$ cat src/rtl/buf_unpack32.sv
// Line-to-word unpacker: streams a 128-bit line as four 32-bit words, low first.
// Optional BUF_UNPACK_PREFETCH_EN adds a one-line prefetch register for gapless lines.
module buf_unpack32 #(
  parameter int WORD_W = 32,
  parameter int WORDS  = 4,
  parameter int ADR_W  = 9
) (
  input  logic                     clk,
  input  logic                     rst_n,
  input  logic                     clr,
  input  logic [WORD_W*WORDS-1:0]  in,
  input  logic                     in_valid,
  output logic                     in_ready,
  output logic [WORD_W-1:0]        out,
  output logic                     out_valid,
  input  logic                     out_ready,
  output logic                     out_last,
  output logic [ADR_W-1:0]         adr
);

  localparam int LINE_W = WORD_W * WORDS;
  localparam int IDX_W  = $clog2(WORDS);

  typedef enum logic {
    IDLE,
    DRAIN
  } state_t;

  state_t             state;
  logic [LINE_W-1:0]  line;
  logic [IDX_W-1:0]   idx;
  logic [WORD_W-1:0]  words [WORDS];

  logic acc;
  logic xfer;
  logic last;
  logic load_in;

  for (genvar i = 0; i < WORDS; i++) begin : g_words
    assign words[i] = line[i*WORD_W +: WORD_W];
  end

  assign out       = words[idx];
  assign out_valid = (state == DRAIN);
  assign last      = (idx == IDX_W'(WORDS - 1));
  assign out_last  = out_valid && last;
  assign acc       = in_valid && in_ready;
  assign xfer      = out_valid && out_ready;

`ifdef BUF_UNPACK_PREFETCH_EN
  logic [LINE_W-1:0] pf_line;
  logic              pf_valid;
  logic              load_pf;
  logic              pf_wr;

  // Bypass: a stalled-full prefetch frees up as the last word leaves.
  assign in_ready = (state == IDLE) || !pf_valid
                  || (out_last && out_ready);
  assign load_pf  = !clr && xfer && last && pf_valid;
  assign load_in  = !clr && acc
                  && ((state == IDLE) || (xfer && last && !pf_valid));
  assign pf_wr    = !clr && acc && (state == DRAIN)
                  && (!(xfer && last) || pf_valid);
`else
  assign in_ready = (state == IDLE);
  assign load_in  = !clr && acc && (state == IDLE);
`endif

  always_ff @(posedge clk or negedge rst_n) begin
    if (!rst_n) begin
      state <= IDLE;
      idx   <= '0;
      adr   <= '0;
`ifdef BUF_UNPACK_PREFETCH_EN
      pf_valid <= 1'b0;
`endif
    end else if (clr) begin
      state <= IDLE;
      idx   <= '0;
      adr   <= '0;
`ifdef BUF_UNPACK_PREFETCH_EN
      pf_valid <= 1'b0;
`endif
    end else begin
      unique case (state)
        IDLE: begin
          if (acc) begin
            idx   <= '0;
            state <= DRAIN;
          end
        end
        DRAIN: begin
          // idx wraps to 0 on the last word, which is what a refill needs
          if (xfer) begin
            idx <= idx + 1'b1;
            adr <= adr + 1'b1;
          end
          if (xfer && last) begin
`ifdef BUF_UNPACK_PREFETCH_EN
            if (pf_valid) begin
              pf_valid <= acc;
            end else if (!acc) begin
              state <= IDLE;
            end
`else
            state <= IDLE;
`endif
          end
`ifdef BUF_UNPACK_PREFETCH_EN
          else if (acc) begin
            pf_valid <= 1'b1;
          end
`endif
        end
        default: state <= IDLE;
      endcase
    end
  end

  always_ff @(posedge clk) begin
`ifdef BUF_UNPACK_PREFETCH_EN
    if (load_pf) begin
      line <= pf_line;
    end else if (load_in) begin
      line <= in;
    end
    if (pf_wr) begin
      pf_line <= in;
    end
`else
    if (load_in) begin
      line <= in;
    end
`endif
  end

endmodule

$ cat config.mk
export PLATFORM = sky130hd
export DESIGN_NAME = buf_unpack32
export DESIGN_NICKNAME = d
export VERILOG_FILES = /design/src/rtl/buf_unpack32.sv
export SDC_FILE = /design/constraint.sdc
export NUM_CORES = 1
export LEC_CHECK = 0
export ABC_AREA = 1
export BUFFER_PORTS_ARGS = -buffer_cell sky130_fd_sc_hd__clkbuf_2
export CORE_MARGIN = 10
export CORE_UTILIZATION = 30
export CTS_BUF_LIST = sky130_fd_sc_hd__clkbuf_16
export DETAILED_ROUTE_END_ITERATION = 6
export PLACE_DENSITY_LB_ADDON = 0.1
export SETUP_SLACK_MARGIN = 0.02
export SLEW_MARGIN = 10
export SYNTH_ARGS = -nofsm -noshare
export SYNTH_HDL_FRONTEND = slang
export SYNTH_SLANG_ARGS = --single-unit
$ cat constraint.sdc
create_clock -name clk -period 9.35 [get_ports clk]
set_input_delay 2.3375 -clock clk [delete_from_list [all_inputs] [get_ports clk]]
set_output_delay 2.3375 -clock clk [all_outputs]
set_load 0.02 [all_outputs]
==> run summary <==
The highest metal layer carrying signal wires in the routed design is met4. For the area of the mapped netlist, the log shows 0.005363 mm^2. By count the netlist is led by sky130_fd_sc_hd__edfxtp_1, sky130_fd_sc_hd__nor2_1, sky130_fd_sc_hd__o21ai_0. The count of final max-slew check failures is 0, and the number of flops mapped to enable cells by yosys is 128. The via count of the first global-routing pass came out at 3811. By instance count, the leading cell after synthesis is sky130_fd_sc_hd__edfxtp_1.

In this design, the stage delay of the slowest critical-path cell is 780 ps. The total power per unit cell area was 213.3 mW/mm^2. The synthesis-stage register bit count was 140; the post-cts gate resize count was 0. The floorplan step set the die width to 153.7 um. Worst hold-check path type: reg -> reg. CTS placed an instance of sky130_fd_sc_hd__clkbuf_16 at the clock tree root. The clock sink count came out at 140. The floorplan core area came out at 0.01742 mm^2.

The critical path contains buffers and inverters numbering 2 combined. The total clock buffers created by CTS is 17. The logs give 0 for the quantity of hold-fixing buffers added after cts and 805 for the final instance count without filler cells. Compared with the post-synthesis result, the final layout area differs by 31.31%. The shortest period the worst path allows is 4671 ps, and the critical path data arrival time is 2330 ps. The tools report the sequential element share of the synthesized area as 77.27%. The share of the clock period used by the worst path works out to 49.96%. STA classifies the critical path endpoint as an output pin. The final layout contains 702 nets.

The total via count in the routed design was 3643. In this run, the number of DRC markers left after iteration 0 of detailed routing was 227. The die footprint was 0.02362 mm^2; the count of fill cells added during filler insertion was 1679. The length of the first detailed-routing pass in iterations is 5. From bottom edge to top edge, the die measures 153.7 um. The run finished with clean final reports.

The detailed-route DRC error count was 0; the post-synth net total was 523. Of the cells placed in the final design, the portion with a size suffix greater than 1 is 37.41%. The total of warnings raised by yosys is 0, and the met3 wirelength from detailed routing is 786 um. The count of cell types in the netlist is 20.

Across the run, the number of max-cap violations was 0. The largest individual stage delay along the critical path comes from the cell sky130_fd_sc_hd__inv_2. The insertion delay of the later-clocked pin in the worst-skew pair was 410 ps. The tools report the element type at the critical path start as a register.

Setup repair after global routing left no endpoint under its margin. Based on the critical path, the design can be clocked at up to 214.1 MHz. Summed over all instances, the cell type with the most area after synthesis is sky130_fd_sc_hd__edfxtp_1. The worst pin sits at a relative slew slack of 23.06%. Walking the worst path, the cells encountered are inv_2 -> o21ai_0 -> o22ai_1 -> clkbuf_2. Multi-input logic area: 0.001050 mm^2. For this run, asynchronously set or reset flops after synthesis account for 8.571%. TritonCTS built the clock tree.

The via count normalized by instance count works out to 4.525. The initialized floorplan defines 48 standard-cell rows. Input and output buffers added on the ports amount to 176. For the post-route setup TNS, the log shows 0 ps. Detailed routing placed a total of 6.961 mm of wire on met2. The run gives 0.1164 mV as the worst voltage drop across the vdd grid. Summed over all layers, the global routing overflow is 0.

Critical path class: reg -> out. Predominant post-synthesis flop cell: sky130_fd_sc_hd__edfxtp_1. Summed over all cells, the static leakage comes to 0.002790 uW.

In this run the number of H-tree levels came out at 4. The logs give 79 for the largest net degree at the start of global routing and 6.431 mm for the routed length on met1. The routed length per instance came out at 17.85 um.

The number of antenna violations at the first check in global routing was 0. At the pin with the least slew margin, the transition time is 1154 ps. The largest driver fanout on the critical path came out at 66. Measured on the finished design, the core utilization comes to 40.43%.

The setup-violating endpoint count in the final report was 0. The top-area cell type share of the netlist area is 71.68%, and the total instance count after detailed placement is 773. Once the clock tree was built, the setup fixing pass inserted 0 buffers. The final weighted congestion in routability-driven placement was 0.7500.

The total count of hold-check failures in the final report was 0; the global-route usage over all layers was 11.95%. The synthesized instance count was 388; the number of top-level pins was 177. The starting utilization of the core area is 30.79%. In the post-synthesis netlist, the biggest area contributors are sky130_fd_sc_hd__edfxtp_1, sky130_fd_sc_hd__o21ai_0, sky130_fd_sc_hd__dfrtp_1. The routed design has 14.37 mm of wire.

The logs give 0 for the number of nets with antenna violations after detailed routing and 11.27 ps for the setup skew after layout. The run gives 21.86 mm as the first-pass GRT wire length. The clock slew at the register clock pins of the worst setup and hold paths works out to 60 ps. Cell family contributing the most delay on the critical path: buffers and inverters. For the worst setup path, the data required time is 7010 ps. Detailed placer's ending HPWL: 9.626 mm.

The repair_antennas step left the layout with diodes totalling 0. Counting along the longest clock path gives a buffer depth of 2. The sequential cells in the finished layout cover a total of 0.004145 mm^2.

The synthesized area divided by synthesized cell count works out to 13.82 um^2.
per-layer routing:
| layer | GRT usage (%) | vias to the layer above |
|---|---|---|
| li1 | - | 1792 |
| met1 | 15.06 | 1725 |
| met2 | 18.87 | 114 |
| met3 | 3.738 | 12 |
| met4 | 4.363 | 0 |
| met5 | 0 | - |
worst min-delay path, stage by stage, from the launching register on:
cell and delay [ps]:
sky130_fd_sc_hd__dfrtp_1 360, sky130_fd_sc_hd__a21oi_1 50, sky130_fd_sc_hd__nor2_1 90
power breakdown:
part           internal, uW  switching (uW)  total (uW)
Sequential              712            5.75         717
Combinational          38.3            68.1         106
Clock                   418             260         678
Total                  1170             333        1500
cells in the final DEF, fill, tap and decap left out:
master and n:
sky130_fd_sc_hd__a21oi_1 8, sky130_fd_sc_hd__buf_4 5, sky130_fd_sc_hd__bufinv_16 3, sky130_fd_sc_hd__clkbuf_16 17, sky130_fd_sc_hd__clkbuf_2 176, sky130_fd_sc_hd__clkinv_4 2
sky130_fd_sc_hd__clkinvlp_4 7, sky130_fd_sc_hd__dfrtp_1 11, sky130_fd_sc_hd__dfrtp_2 1, sky130_fd_sc_hd__edfxtp_1 128, sky130_fd_sc_hd__ha_1 2, sky130_fd_sc_hd__inv_1 13
sky130_fd_sc_hd__inv_2 1, sky130_fd_sc_hd__inv_6 1, sky130_fd_sc_hd__nand2_1 17, sky130_fd_sc_hd__nand3_1 8, sky130_fd_sc_hd__nand3_2 1, sky130_fd_sc_hd__nand3b_1 1
sky130_fd_sc_hd__nand4_1 2, sky130_fd_sc_hd__nor2_1 71, sky130_fd_sc_hd__nor2_4 3, sky130_fd_sc_hd__o21ai_0 63, sky130_fd_sc_hd__o21ai_1 7, sky130_fd_sc_hd__o22ai_1 32
stage by stage:
stage / power, uW / area, um^2 / hold WS, ps / setup slack, ps
after CTS: 1524 / 7042 / 547.9 / 4626
after floorplan: 786.9 / 5363 / 619.9 / 1008
final: 1502 / 7042 / 538.5 / 4679
after global routing: 1564 / 7042 / 570.6 / 4455
after global placement: 838.6 / 6440 / 531.7 / 4856
after detailed placement: 840.0 / 6440 / 534.4 / 4807
area by class of cell:
type	instances	area share, %
Clock buffer	17	6.041
Clock inverter	15	2.505
Inverter	12	0.6397
Multi-Input combinational cell	215	14.91
Sequential cell	140	58.87
Tap cell	225	3.998
Timing Repair Buffer	181	13.04
registers in the layout, indices dropped and copies added (netlist names):
name	count
out_valid	1
idx	2
line	128
adr	9
final timing paths:
kind,slack [ps],end,from,cells past startpoint
setup / recovery,4680,out[12],idx[0]$_DFFE_PN0P_,4
hold / removal,540,adr[8]$_DFFE_PN0P_,adr[8]$_DFFE_PN0P_,2
setup reg to reg,6690,line[31]$_DFFE_PP_,out_valid$_DFF_PN0_,5
hold reg to reg,540,adr[8]$_DFFE_PN0P_,adr[8]$_DFFE_PN0P_,2
max in group asynchronous,7280,idx[0]$_DFFE_PN0P_,rst_n,1
min in group asynchronous,1810,adr[3]$_DFFE_PN0P_,rst_n,1
cell families after synthesis:
| kind of cell | synth area share, % |
|---|---|
| DFF | 77.27 |
| AOI/OAI and AO/OA | 11.01 |
| adders and majority gates | 0.4666 |
| and+or+nand+nor | 7.956 |
| buffers and inverters | 3.289 |
No activity file was read; power rests on OpenSTA's default activity.
